$ cat src/rtl/lcd_pkg.sv
// Shared definitions for the HD44780 panel-side responder: opcode masks,
// DDRAM geometry, FSM states and address-counter helpers.
package lcd_pkg;

  localparam int LINE_LEN   = 40;
  localparam int DDRAM_SIZE = 80;

  localparam logic [7:0] LINE0_BASE = 8'h00;
  localparam logic [7:0] LINE1_BASE = 8'h40;
  localparam logic [7:0] SPACE      = 8'h20;

  localparam logic [7:0] OP_SET_DDRAM = 8'h80;
  localparam logic [7:0] OP_SET_CGRAM = 8'h40;
  localparam logic [7:0] OP_FUNC_SET  = 8'h20;
  localparam logic [7:0] OP_SHIFT     = 8'h10;
  localparam logic [7:0] OP_DISP_CTRL = 8'h08;
  localparam logic [7:0] OP_ENTRY     = 8'h04;
  localparam logic [7:0] OP_HOME      = 8'h02;
  localparam logic [7:0] OP_CLEAR     = 8'h01;

  typedef enum logic [1:0] {
    ST_IDLE = 2'd0,
    ST_EXEC = 2'd1,
    ST_FILL = 2'd2,
    ST_BUSY = 2'd3
  } lcd_state_t;

  function automatic logic [6:0] ddram_index(input logic [6:0] addr);
    return addr[6] ? (7'(LINE_LEN) + {1'b0, addr[5:0]}) : {1'b0, addr[5:0]};
  endfunction

  function automatic logic addr_valid(input logic [6:0] addr);
    return addr[5:0] < 6'(LINE_LEN);
  endfunction

  // Each line ends at base+39 and wraps into the other line, not into the gap.
  function automatic logic [6:0] ac_step(input logic [6:0] ac, input logic inc);
    logic [6:0] last0;
    logic [6:0] last1;
    last0 = LINE0_BASE[6:0] + 7'(LINE_LEN - 1);
    last1 = LINE1_BASE[6:0] + 7'(LINE_LEN - 1);
    if (inc) begin
      if (ac == last1)      return LINE0_BASE[6:0];
      else if (ac == last0) return LINE1_BASE[6:0];
      else                  return ac + 7'd1;
    end else begin
      if (ac == LINE0_BASE[6:0])      return last1;
      else if (ac == LINE1_BASE[6:0]) return last0;
      else                            return ac - 7'd1;
    end
  endfunction

endpackage

$ cat src/rtl/lcd_ddram.sv
// 80x8 display data RAM: one write port, registered bus and debug read ports.
module lcd_ddram
  import lcd_pkg::*;
(
  input  logic       i_clk,
  input  logic       i_rst_n,
  input  logic       i_we,
  input  logic [6:0] i_waddr,
  input  logic [7:0] i_wdata,
  input  logic [6:0] i_bus_raddr,
  output logic [7:0] o_bus_rdata,
  input  logic [6:0] i_dbg_raddr,
  output logic [7:0] o_dbg_rdata
);

  logic [7:0] r_mem [DDRAM_SIZE];
  logic [7:0] r_bus_rdata;
  logic [7:0] r_dbg_rdata;

  always_ff @(posedge i_clk) begin
    if (i_we && (i_waddr < 7'(DDRAM_SIZE))) begin
      r_mem[i_waddr] <= i_wdata;
    end
  end

  // Only the output registers are reset; array contents survive reset.
  always_ff @(posedge i_clk) begin
    if (!i_rst_n) begin
      r_bus_rdata <= 8'h00;
      r_dbg_rdata <= 8'h00;
    end else begin
      r_bus_rdata <= (i_bus_raddr < 7'(DDRAM_SIZE)) ? r_mem[i_bus_raddr] : 8'h00;
      r_dbg_rdata <= (i_dbg_raddr < 7'(DDRAM_SIZE)) ? r_mem[i_dbg_raddr] : 8'h00;
    end
  end

  assign o_bus_rdata = r_bus_rdata;
  assign o_dbg_rdata = r_dbg_rdata;

endmodule

$ cat src/rtl/lcd_hd44780_responder.sv
// Panel-side HD44780 8-bit bus model: synchronises the bus, decodes commands,
// holds DDRAM/AC/flags and emulates the busy flag including the clear fill.
module lcd_hd44780_responder
  import lcd_pkg::*;
#(
  parameter int BUSY_CYCLES  = 2000,
  parameter int CLEAR_CYCLES = 76500
) (
  input  logic       CLOCK_50,
  input  logic       KEY0,
  input  logic       lcd_rs,
  input  logic       lcd_rw,
  input  logic       lcd_e,
  input  logic [7:0] lcd_db_i,
  output logic [7:0] lcd_db_o,
  output logic       lcd_db_oe,
  output logic       busy,
  output logic [6:0] ac,
  output logic       disp_on,
  output logic       cursor_on,
  output logic       blink_on,
  output logic       entry_id,
  output logic       entry_s,
  output logic       proto_err,
  input  logic [6:0] dbg_addr,
  output logic [7:0] dbg_data
);

  localparam int CNT_MAX = (CLEAR_CYCLES > BUSY_CYCLES) ? CLEAR_CYCLES : BUSY_CYCLES;
  localparam int CNT_W   = $clog2(CNT_MAX + 1);

  logic [10:0] r_sync1, r_sync2;
  logic        r_e_d;
  lcd_state_t  r_state, w_state_next;
  logic [CNT_W-1:0] r_cnt, w_cnt_next;
  logic [6:0]  r_fill_idx, w_fill_next;
  logic        r_cmd_rs, w_cmd_rs_next;
  logic [7:0]  r_cmd_db, w_cmd_db_next;
  logic [6:0]  r_ac, w_ac_next;
  logic        r_disp, w_disp_next, r_cursor, w_cursor_next, r_blink, w_blink_next;
  logic        r_id, w_id_next, r_s, w_s_next, r_cg, w_cg_next;
  logic        r_perr, w_perr_next, r_oe, w_oe_next;
  logic        w_e_s, w_rs_s, w_rw_s, w_e_rise, w_e_fall, w_long;
  logic [7:0]  w_db_s, w_bus_rdata;
  logic        w_we;
  logic [6:0]  w_waddr;
  logic [7:0]  w_wdata;

  assign w_e_s    = r_sync2[10];
  assign w_rs_s   = r_sync2[9];
  assign w_rw_s   = r_sync2[8];
  assign w_db_s   = r_sync2[7:0];
  assign w_e_rise = w_e_s & ~r_e_d;
  assign w_e_fall = ~w_e_s & r_e_d;
  assign w_long   = (w_db_s[7:2] == 6'd0) && (w_db_s[1:0] != 2'd0);

  always_comb begin
    w_state_next  = r_state;
    w_cnt_next    = (r_cnt != '0) ? r_cnt - 1'b1 : r_cnt;
    w_fill_next   = r_fill_idx;
    w_cmd_rs_next = r_cmd_rs;
    w_cmd_db_next = r_cmd_db;
    w_ac_next     = r_ac;
    w_disp_next   = r_disp;
    w_cursor_next = r_cursor;
    w_blink_next  = r_blink;
    w_id_next     = r_id;
    w_s_next      = r_s;
    w_cg_next     = r_cg;
    w_perr_next   = r_perr;
    w_oe_next     = r_oe;
    w_we          = 1'b0;
    w_waddr       = ddram_index(r_ac);
    w_wdata       = r_cmd_db;

    if (w_e_rise && w_rw_s) w_oe_next = 1'b1;
    if (w_e_fall)           w_oe_next = 1'b0;

    if (w_e_fall) begin
      if (w_rw_s) begin
        if (w_rs_s) w_ac_next = ac_step(r_ac, r_id);
      end else if (r_state != ST_IDLE || (w_rs_s && r_cg)) begin
        w_perr_next = 1'b1;
      end else begin
        w_state_next  = ST_EXEC;
        w_cmd_rs_next = w_rs_s;
        w_cmd_db_next = w_db_s;
        w_cnt_next    = (!w_rs_s && w_long) ? CNT_W'(CLEAR_CYCLES) : CNT_W'(BUSY_CYCLES);
      end
    end

    case (r_state)
      ST_EXEC: begin
        w_state_next = ST_BUSY;
        if (r_cmd_rs) begin
          w_we      = 1'b1;
          w_ac_next = ac_step(r_ac, r_id);
        end else begin
          w_cg_next = 1'b0;
          if ((r_cmd_db & OP_SET_DDRAM) != 8'h00) begin
            if (addr_valid(r_cmd_db[6:0])) w_ac_next = r_cmd_db[6:0];
            else                           w_perr_next = 1'b1;
          end else if ((r_cmd_db & OP_SET_CGRAM) != 8'h00) begin
            w_cg_next = 1'b1;
          end else if ((r_cmd_db & OP_FUNC_SET) != 8'h00) begin
            if (!r_cmd_db[4]) w_perr_next = 1'b1;
          end else if ((r_cmd_db & OP_SHIFT) != 8'h00) begin
            if (!r_cmd_db[3]) w_ac_next = ac_step(r_ac, r_cmd_db[2]);
          end else if ((r_cmd_db & OP_DISP_CTRL) != 8'h00) begin
            {w_disp_next, w_cursor_next, w_blink_next} = r_cmd_db[2:0];
          end else if ((r_cmd_db & OP_ENTRY) != 8'h00) begin
            {w_id_next, w_s_next} = r_cmd_db[1:0];
          end else if ((r_cmd_db & OP_HOME) != 8'h00) begin
            w_ac_next = LINE0_BASE[6:0];
          end else if ((r_cmd_db & OP_CLEAR) != 8'h00) begin
            w_state_next = ST_FILL;
            w_fill_next  = 7'd0;
          end
        end
      end
      ST_FILL: begin
        w_we    = 1'b1;
        w_waddr = r_fill_idx;
        w_wdata = SPACE;
        if (r_fill_idx == 7'(DDRAM_SIZE - 1)) begin
          w_state_next = ST_BUSY;
          w_ac_next    = LINE0_BASE[6:0];
          w_id_next    = 1'b1;
        end else begin
          w_fill_next = r_fill_idx + 7'd1;
        end
      end
      ST_BUSY: begin
        if (r_cnt == '0) w_state_next = ST_IDLE;
      end
      default: ;
    endcase
  end

  always_ff @(posedge CLOCK_50) begin
    if (!KEY0) begin
      r_sync1    <= '0;
      r_sync2    <= '0;
      r_e_d      <= 1'b0;
      r_state    <= ST_IDLE;
      r_cnt      <= '0;
      r_fill_idx <= 7'd0;
      r_cmd_rs   <= 1'b0;
      r_cmd_db   <= 8'h00;
      r_ac       <= 7'd0;
      r_disp     <= 1'b0;
      r_cursor   <= 1'b0;
      r_blink    <= 1'b0;
      r_id       <= 1'b1;
      r_s        <= 1'b0;
      r_cg       <= 1'b0;
      r_perr     <= 1'b0;
      r_oe       <= 1'b0;
    end else begin
      r_sync1    <= {lcd_e, lcd_rs, lcd_rw, lcd_db_i};
      r_sync2    <= r_sync1;
      r_e_d      <= w_e_s;
      r_state    <= w_state_next;
      r_cnt      <= w_cnt_next;
      r_fill_idx <= w_fill_next;
      r_cmd_rs   <= w_cmd_rs_next;
      r_cmd_db   <= w_cmd_db_next;
      r_ac       <= w_ac_next;
      r_disp     <= w_disp_next;
      r_cursor   <= w_cursor_next;
      r_blink    <= w_blink_next;
      r_id       <= w_id_next;
      r_s        <= w_s_next;
      r_cg       <= w_cg_next;
      r_perr     <= w_perr_next;
      r_oe       <= w_oe_next;
    end
  end

  // Write enable is gated by reset so a reset mid-fill stops the fill on that edge.
  lcd_ddram u_ddram (
    .i_clk       (CLOCK_50),
    .i_rst_n     (KEY0),
    .i_we        (w_we & KEY0),
    .i_waddr     (w_waddr),
    .i_wdata     (w_wdata),
    .i_bus_raddr (ddram_index(r_ac)),
    .o_bus_rdata (w_bus_rdata),
    .i_dbg_raddr (ddram_index(dbg_addr)),
    .o_dbg_rdata (dbg_data)
  );

  assign busy      = (r_state != ST_IDLE);
  assign lcd_db_oe = r_oe;
  assign lcd_db_o  = r_oe ? (w_rs_s ? w_bus_rdata : {busy, r_ac}) : 8'h00;
  assign ac        = r_ac;
  assign disp_on   = r_disp;
  assign cursor_on = r_cursor;
  assign blink_on  = r_blink;
  assign entry_id  = r_id;
  assign entry_s   = r_s;
  assign proto_err = r_perr;

endmodule

$ cat config.mk
export PLATFORM = sky130hd
export DESIGN_NAME = lcd_hd44780_responder
export DESIGN_NICKNAME = d
export VERILOG_FILES = /design/src/rtl/lcd_pkg.sv /design/src/rtl/lcd_ddram.sv /design/src/rtl/lcd_hd44780_responder.sv
export SDC_FILE = /design/constraint.sdc
export NUM_CORES = 1
export LEC_CHECK = 0
export BUFFER_PORTS_ARGS = -buffer_cell sky130_fd_sc_hd__buf_2
export CORE_ASPECT_RATIO = 0.7
export CORE_MARGIN = 5
export CORE_UTILIZATION = 65
export CTS_CLUSTER_SIZE = 8
export DETAILED_ROUTE_END_ITERATION = 8
export MAX_ROUTING_LAYER = met4
export PLACE_DENSITY = 0.92
export SLEW_MARGIN = 20
export SYNTH_ARGS = -nofsm -noshare
export SYNTH_HDL_FRONTEND = slang
export SYNTH_SLANG_ARGS = --single-unit
$ cat constraint.sdc
create_clock -name CLOCK_50 -period 6.06 [get_ports CLOCK_50]
set_input_delay 0.303 -clock CLOCK_50 [delete_from_list [all_inputs] [get_ports CLOCK_50]]
set_output_delay 0.303 -clock CLOCK_50 [all_outputs]
set_load 0.01 [all_outputs]
==> impl_metrics.py, run 1 <==
metrics = {
    "sta": {
        "maxSlewHeadroom": 0.207,
        "timing.final.ws_setup_ps": 1630,
        "finalMaxSlewViolations": 0,
        "fin_crit_sh": 0.730,
        "finClkSkew_ps": 39.3,
        "setup_violations": 0,
        "worstMarginPinSlew_ps": 1190,
        "clock.fmax_mhz": 226,
        "whs_ps": 298,
        "period_minus_slack_ps": 4430,
        "rsz0062_at_grt": "false",
        "tns_ps": 0,
        "finalHoldViolCount": 0,
    },
    "pwr": {
        "intPower_w": 0.00888,
        "pwr-share-seq": 0.475,
        "p_leak_nw": 12.4,
        "combPwrFrac": 0.072,
        "peakVddDrop_mv": 0.357,
        "p_sw_frac": 0.235,
        "power_density_nw_per_um2": 297,
        "switchingPower_w": 0.00272,
        "clockPowerShare": 0.453,
    },
    "clocking": {
        "numCtsBuffers": 101,
        "cts_tree": "built",
        "ctsResizeCount": 0,
        "cts.sinks": 729,
        "post_cts_buffers": 0,
        "hold_buffers": 11,
        "worstSkewPairLatency_ps": 670,
        "htreeDepth": 3,
        "clockBufferDepth": 3,
        "clkTransAtPathRegs_ps": 60,
        "root_buffer": "clkbuf_16",
    },
    "outcome": {
        "violations": "design-rule violations",
        "outcome": "finished, violations left",
    },
    "grt": {
        "grt_pass1_vias": 23694,
        "grt_use_total": 0.386,
        "grt_max_degree": 99,
        "grt-ovfl-total": 0,
        "antenna_found_initial": 4,
        "grt_pass1_wl_um": 161000,
    },
    "synth": {
        "syn-num-nets": 2312,
        "netlist_instances": 2280,
        "synth_largest_area_cell": "edfxtp_1",
        "yosysUniqueCellTypes": 86,
        "ys_warn_count": 0,
        "synth_top_area_frac": 0.544,
        "synth.area.top_cells": "edfxtp_1, mux4_2, dfxtp_1",
        "synth_flop_cell": "edfxtp_1",
        "async_flop_share": 0,
        "syn_avg_cell_area_um2": 15.5,
        "ys_ff_latch": 729,
        "seq_area_frac_synth": 0.595,
        "synth-edff-count": 640,
        "syn_area_um2": 35300,
    },
    "detailed_routing": {
        "drt_iter0_markers": 5076,
        "wirelength_um": 112000,
        "ant_nets": 0,
        "first_pass_iters": 9,
        "drc": 64,
        "num_vias": 24613,
        "avgViaCountPerCell": 7.91,
        "wl_per_cell_um": 35.9,
    },
    "place": {
        "placed_cell_area_um2": 36000,
        "hpwl_um": 69400,
        "gp_congestion": 1.04,
        "portBuffers": 50,
        "pre_cts_slack_ps": 1840,
    },
    "cells_and_area": {
        "final_cell_area_um2": 39100,
        "syn_to_final_growth_pct": 10.7,
        "num-nets-final": 2351,
        "drive_above_1_share": 0.229,
    },
    "floorplan": {
        "rows": 71,
        "core_area_um2": 53700,
        "die_area_um2": 59200,
        "io_pins": 51,
        "die_h_um": 205,
        "floorplan.initialDensity": 0.657,
        "dieWidth_um": 289,
    },
    "worst_setup_path": {
        "arrival_ps": 4710,
        "cp_slowest_cell": "nor2_1",
        "cp.required_ps": 6340,
        "crit_type": "flip-flop to flip-flop",
        "cpPeakStageDelay_ps": 780,
        "path_cells": "inv_1 > ha_1 > mux2_1 > a21boi_1 > o211ai_1 > a211oi_2 > nand2_2 > nor2_1",
        "critPathLaunchType": "flip-flop",
        "end_kind": "flip-flop",
        "r2r_slack_ps": 1630,
        "crit_fanout": 13,
    },
    "min_path": {
        "hold_path.class": "primary input to flip-flop",
    },
    "job": {
        "drv_cap": 0,
    },
}
-- registers in the layout, indices dropped and copies added, names as in the netlist, 2 cells and up --
signal,flops
r_sync2,11
r_fill_idx,7
u_ddram.o_bus_rdata,8
r_cnt,17
u_ddram.r_mem,640
ac,7
u_ddram.o_dbg_rdata,8
r_sync1,11
r_state,2
r_cmd_db,8
-- Yosys cell counts (all sizes together) (13+ instances only) --
library cell / n
a211oi: 33
a21boi: 17
a21oi: 65
a221oi: 17
a22oi: 26
a31oi: 29
and2: 33
buf: 105
clkbuf: 54
dfxtp: 89
edfxtp: 640
inv: 16
mux2: 27
mux2i: 117
mux4: 275
nand2: 166
nand2b: 15
nand3: 31
nor2: 171
nor2b: 43
nor3: 18
o21ai: 60
o221ai: 16
o22ai: 13
xnor2: 18
xor2: 18
-- worst paths after layout --
check	from	endpoint	cells after the start
worst max-delay path	ac[3]	u_ddram.r_mem[62][6]	8
worst min-delay path	KEY0	entry_id	3
worst max register to register	ac[3]	u_ddram.r_mem[62][6]	8
worst min register to register	r_sync1[6]	r_sync2[6]	1
-- power groups by stage --
stage,registers [W],clock network (W),logic (W)
finish,0.00551,0.00525,0.000837
global route,0.00551,0.00549,0.000879
CTS,0.00551,0.00521,0.000805
detailed placement,0.00561,0,0.000783
global placement,0.00560,0,0.000749
floorplan,0.00559,0,0.000592
-- logic make-up after synthesis --
| family | synth area share |
|---|---|
| buffers and inverters | 0.0271 |
| AOI/OAI and AO/OA | 0.0761 |
| adders and majority gates | 0.00425 |
| muxes | 0.217 |
| DFF | 0.595 |
| and+or+nand+nor | 0.0716 |
| xor gates and xnor gates | 0.00914 |
-- metal layers --
metal / wire length [um] / GRT usage
met5: 0 / -
met4: 5830 / 0.135
met3: 22400 / 0.177
met2: 46900 / 0.526
met1: 36500 / 0.519
-- worst max-delay path: cells and delay by family, from the launching register on --
kind	cells	cell delay (ps)
AO/OA/AOI/OAI	3	990
buffers and inverters	1	210
multiplexers	1	360
AND/OR/NAND/NOR	2	1280
adder cells (fa/ha/maj)	1	430
flip-flops	1	750
-- metrics by stage --
step,total power (W),util,cells
after floorplan,0.00619,-,2280
after global placement,0.00635,0.670,2931
after detailed placement,0.00639,0.671,2932
after CTS,0.0115,0.726,3103
after global routing,0.0119,0.727,3110
final,0.0116,0.727,3110
-- cell usage in the layout (no fill, tap or decap), types with 16 or more instances in the layout --
cell type	count
nand3_1	30
and2_1	31
a21oi_1	64
mux4_2	275
o21ai_0	45
nand2_1	155
o221ai_1	16
clkbuf_1	51
a31oi_1	29
buf_4	25
clkbuf_16	102
nor2_1	167
mux2i_1	117
xnor2_1	16
nor2b_1	37
mux2_2	24
a211oi_1	32
a221oi_1	16
dfxtp_1	86
a22oi_1	26
edfxtp_1	640
nor3_1	17
xor2_1	16
buf_2	48
-- cell type report --
cell class | instances | area, um2
well taps | 730 | 913
fillers | 3075 | 14700
clock buffers | 153 | 2740
diodes | 4 | 10.0
inverters | 19 | 71.3
multi-input cells | 1373 | 13500
repair buffers | 95 | 774
flip-flops and latches | 729 | 21000
clock inverters | 7 | 106
(Power assumes the default switching activity.)
==> run 2, diff against run 1 <==
--- a/config.mk
+++ b/config.mk
@@ -8,11 +8,11 @@
 export BUFFER_PORTS_ARGS = -buffer_cell sky130_fd_sc_hd__buf_2
 export CORE_ASPECT_RATIO = 0.7
 export CORE_MARGIN = 5
-export CORE_UTILIZATION = 65
+export CORE_UTILIZATION = 63
 export CTS_CLUSTER_SIZE = 8
 export DETAILED_ROUTE_END_ITERATION = 8
 export MAX_ROUTING_LAYER = met4
-export PLACE_DENSITY = 0.92
+export PLACE_DENSITY = 0.9
 export SLEW_MARGIN = 20
 export SYNTH_ARGS = -nofsm -noshare
 export SYNTH_HDL_FRONTEND = slang
==> constraint.sdc (replaced) <==
create_clock -name CLOCK_50 -period 4.3 [get_ports CLOCK_50]
set_input_delay 0.215 -clock CLOCK_50 [delete_from_list [all_inputs] [get_ports CLOCK_50]]
set_output_delay 0.215 -clock CLOCK_50 [all_outputs]
set_load 0.01 [all_outputs]
==> run 2 against run 1 <==
The run still ends with design-rule violations left; clock-buffer cell count down 3; cell count rose by 0.64%; flip-flop and latch count did not move; non-clock buffer count up 12; power is 41% higher; hold slack got worse by 67 ps; maximum frequency is 4.8% higher; clock skew grew 11 ps; clock power increased by 42%; sequential power up 41%; critical path type unchanged; critical endpoint is now u_ddram.r_mem[2][2]; largest cell class unchanged; highest routed layer unchanged.
==> impl_metrics.py, run 2 (same netlist as run 1, synthesis figures left out) <==
metrics = {
    "outcome": {
        "violations": "design-rule violations",
        "outcome": "finished, violations left",
    },
    "floorplan": {
        "io_pins": 51,
        "die_area_um2": 61000,
        "rows": 72,
        "dieWidth_um": 293,
        "die_h_um": 208,
        "core_area_um2": 55400,
        "floorplan.initialDensity": 0.637,
    },
    "cells_and_area": {
        "regMostFlops": "u_ddram.r_mem",
        "stdcell_count": 3130,
        "n_fill_cell": 3202,
        "drive_above_1_share": 0.234,
        "syn_to_final_growth_pct": 11.1,
        "top_regs": "u_ddram.r_mem x640, r_cnt x17",
        "largest_reg_flops": 640,
        "num-nets-final": 2363,
        "final_cell_area_um2": 39200,
        "final_core_util": 0.708,
        "mostFrequentLayoutCell": "edfxtp_1",
        "final_cell_mix": "edfxtp_1, mux4_2, nor2_1, nand2_1, mux2i_1",
    },
    "worst_setup_path": {
        "path_delay_family": "simple AND/OR/NAND/NOR gates",
        "end_kind": "flip-flop",
        "path_depth": 8,
        "cp.required_ps": 4600,
        "regToRegStartpoint": "ac[4]",
        "arrival_ps": 4520,
        "crit_fanout": 10,
        "critPathLaunchType": "flip-flop",
        "cpPeakStageDelay_ps": 810,
        "path_cells": "inv_1 > ha_1 > mux2_1 > a21boi_1 > o211ai_1 > a211oi_2 > nand2_2 > nor2_1",
        "crit_type": "flip-flop to flip-flop",
        "worst-path-buf-inv": 1,
        "cp_slowest_cell": "nor2_1",
        "r2r_cells": 8,
        "critical_path.startpoint": "ac[4]",
    },
    "sta": {
        "finClkSkew_ps": 50.5,
        "finalMaxSlewViolations": 0,
        "tns_ps": 0,
        "clock.fmax_mhz": 237,
        "worstMarginPinSlew_ps": 1180,
        "rsz0062_at_grt": "true",
        "finalHoldViolCount": 0,
        "fin_crit_sh": 0.983,
        "maxSlewHeadroom": 0.212,
        "setup_violations": 0,
        "period_minus_slack_ps": 4230,
    },
    "job": {
        "drv_cap": 0,
    },
    "detailed_routing": {
        "first_pass_iters": 9,
        "wl_per_cell_um": 34.4,
        "num_vias": 24471,
        "ant_nets": 0,
        "drc": 119,
        "wirelength_um": 108000,
        "drt_iter0_markers": 5368,
        "avgViaCountPerCell": 7.82,
    },
    "pwr": {
        "power_density_nw_per_um2": 418,
        "p_leak_nw": 12.5,
        "peakVddDrop_mv": 0.487,
        "finalPower_w": 0.0164,
    },
    "place": {
        "portBuffers": 50,
        "placed_cell_area_um2": 36200,
        "hpwl_um": 67500,
        "gp_congestion": 1.05,
        "placed_cells": 2957,
    },
    "clocking": {
        "clkTransAtPathRegs_ps": 50,
        "cts.sinks": 729,
        "cts_tree": "built",
        "root_buffer": "clkbuf_16",
        "numCtsBuffers": 101,
        "worstSkewPairLatency_ps": 680,
        "clockBufferDepth": 3,
        "htreeDepth": 3,
    },
    "grt": {
        "grt_max_degree": 97,
        "grt-ovfl-total": 0,
        "grt_pass1_vias": 23863,
        "grt_use_total": 0.361,
        "grt_pass1_wl_um": 160000,
        "antenna_found_initial": 4,
    },
    "min_path": {
        "hold_start": "KEY0",
        "hold_path.class": "primary input to flip-flop",
        "min_path_cells": 3,
    },
}
[run 2: cell count changes in the layout (fill, tap and decap cells not counted), moves of 2 or more]
cell / delta
buf_16: -4
buf_12: +5
clkinv_16: +4
clkinv_8: -3
nor2_2: +3
buf_4: +11
clkbuf_1: -2
nor2_1: -3
[run 2: final cells by class]
| type | instances | area (um2) | area share |
|---|---|---|---|
| Antenna cell | 4 | 10.0 | 0.000255 |
| Clock buffer | 150 | 2710 | 0.0691 |
| Clock inverter | 8 | 189 | 0.00482 |
| Inverter | 19 | 71.3 | 0.00182 |
| Multi-Input combinational cell | 1373 | 13500 | 0.343 |
| Sequential cell | 729 | 21000 | 0.536 |
| Tap cell | 740 | 926 | 0.0236 |
| Timing Repair Buffer | 107 | 846 | 0.0216 |
[run 2: what timing repair did]
item / in CTS / in global routing
hold buffers: 11 / 0
resized for setup: 0 / 3
hold endpoints to repair: 11 / 0
setup endpoints to repair: 0 / 51
setup buffers: 0 / 0
[run 2: final timing paths]
check | to | slack, ps
setup reg to reg | u_ddram.r_mem[2][2] | 70
hold reg to reg | r_sync2[7] | 420
hold / removal | entry_id | 230
setup / recovery | u_ddram.r_mem[2][2] | 70
[run 2: worst reg2reg max path, delay by kind of cell, from the launching register on]
kind,cells,cell delay [ps]
and+or+nand+nor,2,1370
AOI/OAI and AO/OA,3,1030
DFF,1,520
adders and majority gates,1,400
muxes,1,360
buffers and inverters,1,180
[run 2: metal layers]
layer,vias up,GRT usage,part of all wire
li1,9297,-,-
met1,11913,0.489,0.34
met2,2719,0.499,0.43
met3,542,0.146,0.18
met4,0,0.134,0.052
met5,-,-,0
[run 2: report_power, final]
group | leakage, nW | total (W) | switching [W] | internal, W
clock | 1.38 | 0.00745 | 0.00311 | 0.00434
sequential | 6.66 | 0.00777 | 0.0000800 | 0.00769
combinational | 4.43 | 0.00119 | 0.000701 | 0.000484
[run 2: per-stage QoR]
step                worst slack [ps]  hold WS (ps)
floorplan                        488           342
global placement                 691           414
detailed placement               362           419
CTS                              274           190
global route                   -57.3           227
finish                          74.9           231
